===== config.mk =====
export PLATFORM = sky130hd
export DESIGN_NAME = conv_pass_scheduler
export DESIGN_NICKNAME = d
export VERILOG_FILES = /design/src/rtl/conv_sched_pkg.sv /design/src/rtl/pass_done_collector.sv /design/src/rtl/conv_pass_scheduler.sv
export SDC_FILE = /design/constraint.sdc
export NUM_CORES = 1
export LEC_CHECK = 0
export ABC_CLOCK_PERIOD_IN_PS = 4000
export CORE_ASPECT_RATIO = 0.75
export CORE_MARGIN = 3
export CORE_UTILIZATION = 46
export CTS_CLUSTER_DIAMETER = 150
export DETAILED_ROUTE_END_ITERATION = 12
export GPL_TIMING_DRIVEN = 0
export PLACE_DENSITY = 0.77
export SYNTH_ARGS = -nofsm -noshare
export SYNTH_HDL_FRONTEND = slang
export SYNTH_HIERARCHICAL = 1
export SYNTH_SLANG_ARGS = --single-unit
export TNS_END_PERCENT = 10

===== constraint.sdc =====
create_clock -name i_clk -period 4 [get_ports i_clk]
set_clock_uncertainty 0.05 [all_clocks]
set_input_delay 0.8 -clock i_clk [delete_from_list [all_inputs] [get_ports i_clk]]
set_output_delay 0.8 -clock i_clk [all_outputs]
set_load 0.01 [all_outputs]

===== src/rtl/conv_sched_pkg.sv =====
// Shared definitions for the convolution pass scheduler: FSM encoding and
// the pass-count / set-index-width derivations.
package conv_sched_pkg;

    typedef enum logic [2:0] {
        StIdle,
        StClear,
        StRun,
        StWrite,
        StNext,
        StFin
    } sched_state_e;

    localparam int unsigned WDOG_W = 16;

    function automatic int unsigned calc_passes(input int unsigned k, input int unsigned n);
        return (k + n - 1) / n;
    endfunction

    function automatic int unsigned calc_set_w(input int unsigned p);
        return (p > 1) ? $clog2(p) : 1;
    endfunction

endpackage


===== src/rtl/pass_done_collector.sv =====
// Sticky per-engine completion collector; all_done compares against the
// active-engine mask so inactive engines never hold up or trigger a pass.
module pass_done_collector #(
    parameter int unsigned N = 4
) (
    input  logic         i_clk,
    input  logic         i_reset,
    input  logic         i_clr,
    input  logic [N-1:0] i_eng_done,
    input  logic [N-1:0] i_eng_active,
    output logic         o_all_done
);

    logic [N-1:0] r_sticky;
    logic [N-1:0] w_seen;

    // Same-cycle eng_done counts, so a pass can finish on the pulse itself.
    assign w_seen     = (r_sticky | i_eng_done) & i_eng_active;
    assign o_all_done = (w_seen == i_eng_active);

    always_ff @(posedge i_clk) begin
        if (i_reset || i_clr) begin
            r_sticky <= '0;
        end else begin
            r_sticky <= w_seen;
        end
    end

endmodule


===== src/rtl/conv_pass_scheduler.sv =====
// Sequences a convolution layer over ceil(K/N) engine passes with a
// per-pass watchdog; holds only the FSM, the watchdog and the set counter.
module conv_pass_scheduler
    import conv_sched_pkg::*;
#(
    parameter int unsigned K          = 16,
    parameter int unsigned N          = 4,
    parameter int unsigned MAX_CYCLES = 4096,
    localparam int unsigned P         = calc_passes(K, N),
    localparam int unsigned SW        = calc_set_w(P)
) (
    input  logic          i_clk,
    input  logic          i_reset,
    input  logic          i_start,
    input  logic [N-1:0]  i_eng_done,
    output logic          o_busy,
    output logic          o_done,
    output logic          o_err,
    output logic          o_eng_reset,
    output logic [N-1:0]  o_eng_active,
    output logic [SW-1:0] o_filter_set,
    output logic          o_wr_en
);

    localparam int unsigned           LAST     = K - (P - 1) * N;
    localparam logic [SW-1:0]         SET_LAST = SW'(P - 1);
    localparam logic [WDOG_W-1:0]     WDOG_LIM = WDOG_W'(MAX_CYCLES - 1);

    sched_state_e      r_state;
    sched_state_e      w_state_next;
    logic [SW-1:0]     r_set;
    logic [WDOG_W-1:0] r_wdog;
    logic              r_err;
    logic [N-1:0]      w_last_mask;
    logic [N-1:0]      w_active;
    logic              w_all_done;
    logic              w_timeout;

    always_comb begin
        w_last_mask = '0;
        for (int i = 0; i < int'(N); i++) begin
            w_last_mask[i] = (i < int'(LAST));
        end
    end

    assign w_active  = (r_set == SET_LAST) ? w_last_mask : '1;
    assign w_timeout = (r_wdog == WDOG_LIM);

    pass_done_collector #(
        .N (N)
    ) u_collector (
        .i_clk        (i_clk),
        .i_reset      (i_reset),
        .i_clr        (r_state == StClear),
        .i_eng_done   (i_eng_done),
        .i_eng_active (w_active),
        .o_all_done   (w_all_done)
    );

    always_ff @(posedge i_clk) begin
        if (i_reset) begin
            r_state <= StIdle;
        end else begin
            r_state <= w_state_next;
        end
    end

    // Completion is tested before the watchdog so a last-cycle finish still writes.
    always_comb begin
        w_state_next = r_state;
        unique case (r_state)
            StIdle:  if (i_start) w_state_next = StClear;
            StClear: w_state_next = StRun;
            StRun: begin
                if (w_all_done) begin
                    w_state_next = StWrite;
                end else if (w_timeout) begin
                    w_state_next = StFin;
                end
            end
            StWrite: w_state_next = StNext;
            StNext:  w_state_next = (r_set == SET_LAST) ? StFin : StClear;
            StFin:   w_state_next = StIdle;
            default: w_state_next = StIdle;
        endcase
    end

    always_ff @(posedge i_clk) begin
        if (i_reset) begin
            r_set  <= '0;
            r_wdog <= '0;
            r_err  <= 1'b0;
        end else begin
            if (r_state == StIdle && i_start) begin
                r_set <= '0;
                r_err <= 1'b0;
            end
            if (r_state == StNext && r_set != SET_LAST) begin
                r_set <= r_set + 1'b1;
            end
            if (r_state == StClear) begin
                r_wdog <= '0;
            end else if (r_state == StRun) begin
                r_wdog <= r_wdog + 1'b1;
            end
            if (r_state == StRun && !w_all_done && w_timeout) begin
                r_err <= 1'b1;
            end
        end
    end

    // Reset forces every control output low in the same cycle.
    always_comb begin
        o_busy       = 1'b0;
        o_done       = 1'b0;
        o_err        = 1'b0;
        o_eng_reset  = 1'b0;
        o_wr_en      = 1'b0;
        o_eng_active = '0;
        if (!i_reset) begin
            o_busy      = (r_state != StIdle);
            o_done      = (r_state == StFin);
            o_err       = r_err;
            o_eng_reset = (r_state == StClear);
            o_wr_en     = (r_state == StWrite);
            if (r_state != StIdle) begin
                o_eng_active = w_active;
            end
        end
    end

    assign o_filter_set = r_set;

endmodule


==> summary.txt <==
Outcome
  – Outcome: finished, final reports clean

Clocking
  – H-tree depth: 1
  – CTS clk-pin slew, worst paths: 0.09 ns
  – Worst-skew pair later-pin latency: 0.27 ns
  – CTS Hold Buffers Added: 0
  – CTS tree: built
  – Number of setup buffers added after CTS: 0
  – Worst-case clock buffer depth: 2
  – Post-cts gate resize count: 0
  – CTS buffer count: 3
  – CTS sink cnt: 26
  – Root Driver: clkbuf_8

Synthesis
  – YS warnings: 6
  – Gate Count Post-Synth: 162
  – Syn Area/Cell: roughly 8.4 µm²
  – Top FF cell, synth: dfxtp_1
  – Netlist cell types: 42
  – Seq cells post-synth: 26
  – Async SR Flop Fraction: 0
  – Sequential-to-total area share from yosys stat: 0.383
  – EDFF count, synth: 0
  – Synthesized cell area: between 1000 and 1500 µm²

Route
  – WL/cell: 12.8 µm
  – Final WL: 2900 µm
  – Detail Route Antenna Nets: 0
  – DRC: 0
  – DRT iter0 DRCs: 48
  – DR vias/cell: between 5 and 6
  – DR vias: roughly 1300
  – DR pass1 iterations: 4

Die
  – Starting Density: 0.502
  – Chip Width: roughly 70 µm
  – Core Area: around 2700 µm²
  – Row cnt: 16
  – Die Y: 53.0 µm
  – DIE AREA: 3650 µm²
  – IO Pins: 18

Setup path
  – Cells along the critical path: clkdlybuf4s50_1 -> clkbuf_1 -> nor2_1 -> buf_4 -> clkdlybuf4s50_1
  – CP Launch Type: input port
  – Critical Path Fanout Max: 10
  – CP Data Arrival Time: ~2.6 ns
  – Slowest CP cell: clkdlybuf4s50_1
  – Most frequent CP cell: clkdlybuf4s50_1
  – Setup CP Type: input port to primary output
  – CP max stage delay: 0.58 ns
  – Req. time, crit path: between 3 and 4 ns
  – Nature of the critical path endpoint: primary output

Finish
  – Nets: 200
  – Fillers: 222
  – Most common cell after layout, fill and taps aside: dfxtp_1
  – Most frequent cells in the layout: dfxtp_1 (26), nor2_1 (20), clkdlybuf4s50_1 (17)
  – Antenna Cells: 0
  – Synth-to-Final Area Change: 23.0%
  – Layout cells sized above 1: 0.0842
  – Layout Cells excl Fill: 226

Global routing
  – Largest net degree at the start of global routing: 16
  – GRT overflow: 0
  – Antenna violations before repair: 0
  – First-pass GRT wire length: approximately 5200 µm
  – Vias in the first global route: 1191
  – GRT Overall Usage: 0.188

Power and ir drop
  – PD cells: approximately 340 nW/µm²
  – Leak: between 0.6 and 0.7 nW
  – Peak supply drop: ~0.00024 V

Placed design
  – Dpl cells: between 200 and 250
  – Gpl congestion: a little under 0.8
  – I/O Buffers: 17
  – Detail Placement HPWL: approximately 2300 µm

STA
  – Crit share post-route: 0.858
  – RSZ-0062 raised after global routing: no
  – Final critical-path required period: roughly 3.4 ns
  – Fin. Hold Viols: 0
  – Fmax: roughly 0.29 GHz
  – Rel. slew slack: 0.483
  – Slew @ Worst Pin: 0.768 ns
  – Fin Setup TNS: 0 ns
  – Max-slew violations: 0
  – Final setup vio count: 0

Run
  – Max Cap Viol: 0

Min path
  – Hold Crit Class: register to register
## final cells by class
cell class / count / area, µm² / share of cell area
clock inverters: 1 / 30.0 / 0.0180
plain buffers: 10 / 53.8 / 0.0322
clock buffers: 3 / 41.3 / 0.0247
multi-input cells: 126 / 783 / 0.469
inverters: 7 / 26.3 / 0.0157
repair buffers: 17 / 170 / 0.102
well taps: 36 / 45.0 / 0.0270
flip-flops and latches: 26 / 520 / 0.312
## cell usage after synthesis (all sizes together), types with 5 or more instances
| library cell | count | area (µm²) |
|---|---|---|
| a21oi | 11 | 55.1 |
| a22oi | 5 | 37.5 |
| buf | 5 | 35.0 |
| clkbuf | 5 | 18.8 |
| dfxtp | 26 | 521 |
| inv | 7 | 26.3 |
| nand3 | 6 | 30.0 |
| nand4 | 6 | 43.8 |
| nor2 | 20 | 75.1 |
| nor3 | 6 | 30.0 |
| nor3b | 7 | 57.6 |
| o21ai | 7 | 35.0 |
| or3 | 5 | 36.3 |
## worst max-delay path: cells and delay by family
kind                   cells  cell delay, ns
buffers and inverters      4            1.60
AND/OR/NAND/NOR            1            0.18
## path summary, 6_finish.rpt
| path | depth (start not counted) | to | startpoint | slack (ns) |
|---|---|---|---|---|
| setup reg to reg | 4 | r_state[0]$_SDFFE_PP0P_ | r_wdog[12]$_SDFFE_PP0N_ | 2.19 |
| setup / recovery | 5 | o_eng_active[0] | i_reset | 0.57 |
| hold reg to reg | 2 | r_wdog[15]$_SDFFE_PP0N_ | r_wdog[15]$_SDFFE_PP0N_ | 0.44 |
| hold / removal | 2 | r_wdog[15]$_SDFFE_PP0N_ | r_wdog[15]$_SDFFE_PP0N_ | 0.44 |
## cells by family after synthesis
kind of cell / after synthesis / share of synthesized area
muxes: 2 / 0.0166
and+or+nand+nor: 72 / 0.307
DFF: 26 / 0.383
xor gates and xnor gates: 7 / 0.0452
adders and majority gates: 2 / 0.0184
buffers and inverters: 17 / 0.0590
AOI/OAI and AO/OA: 35 / 0.168
other: 1 / 0.00276
## report_power, final
part / internal [W] / switching [W] / leakage (nW)
clock network: 0.000134 / 0.0000823 / 0.0357
logic: 0.0000407 / 0.0000437 / 0.383
registers: 0.000264 / 0.00000455 / 0.210
## through the flow
step	hold slack, ns	instance area [µm²]	worst slack [ns]	util	power [W]
after floorplan	0.394	1380	1.66	-	0.000327
after global placement	0.411	1600	0.588	0.592	0.000356
after detailed placement	0.422	1600	0.563	0.592	0.000359
after CTS	0.442	1670	0.552	0.618	0.000576
after global routing	0.460	1670	0.426	0.618	0.000594
final	0.437	1670	0.569	0.618	0.000570
## routing by layer
metal	part of all wire	GRT usage
met1	0.47	0.239
met5	0	0
met3	0.040	0.0446
met2	0.48	0.322
met4	0.0090	0.0388
## state kept, by name, summed over array words and instances, names as in the netlist
| name | count |
|---|---|
| o_filter_set | 2 |
| r_state | 3 |
| r_wdog | 16 |
| u_collector/r_sticky | 4 |
| r_err | 1 |
(Power assumes the default switching activity.)
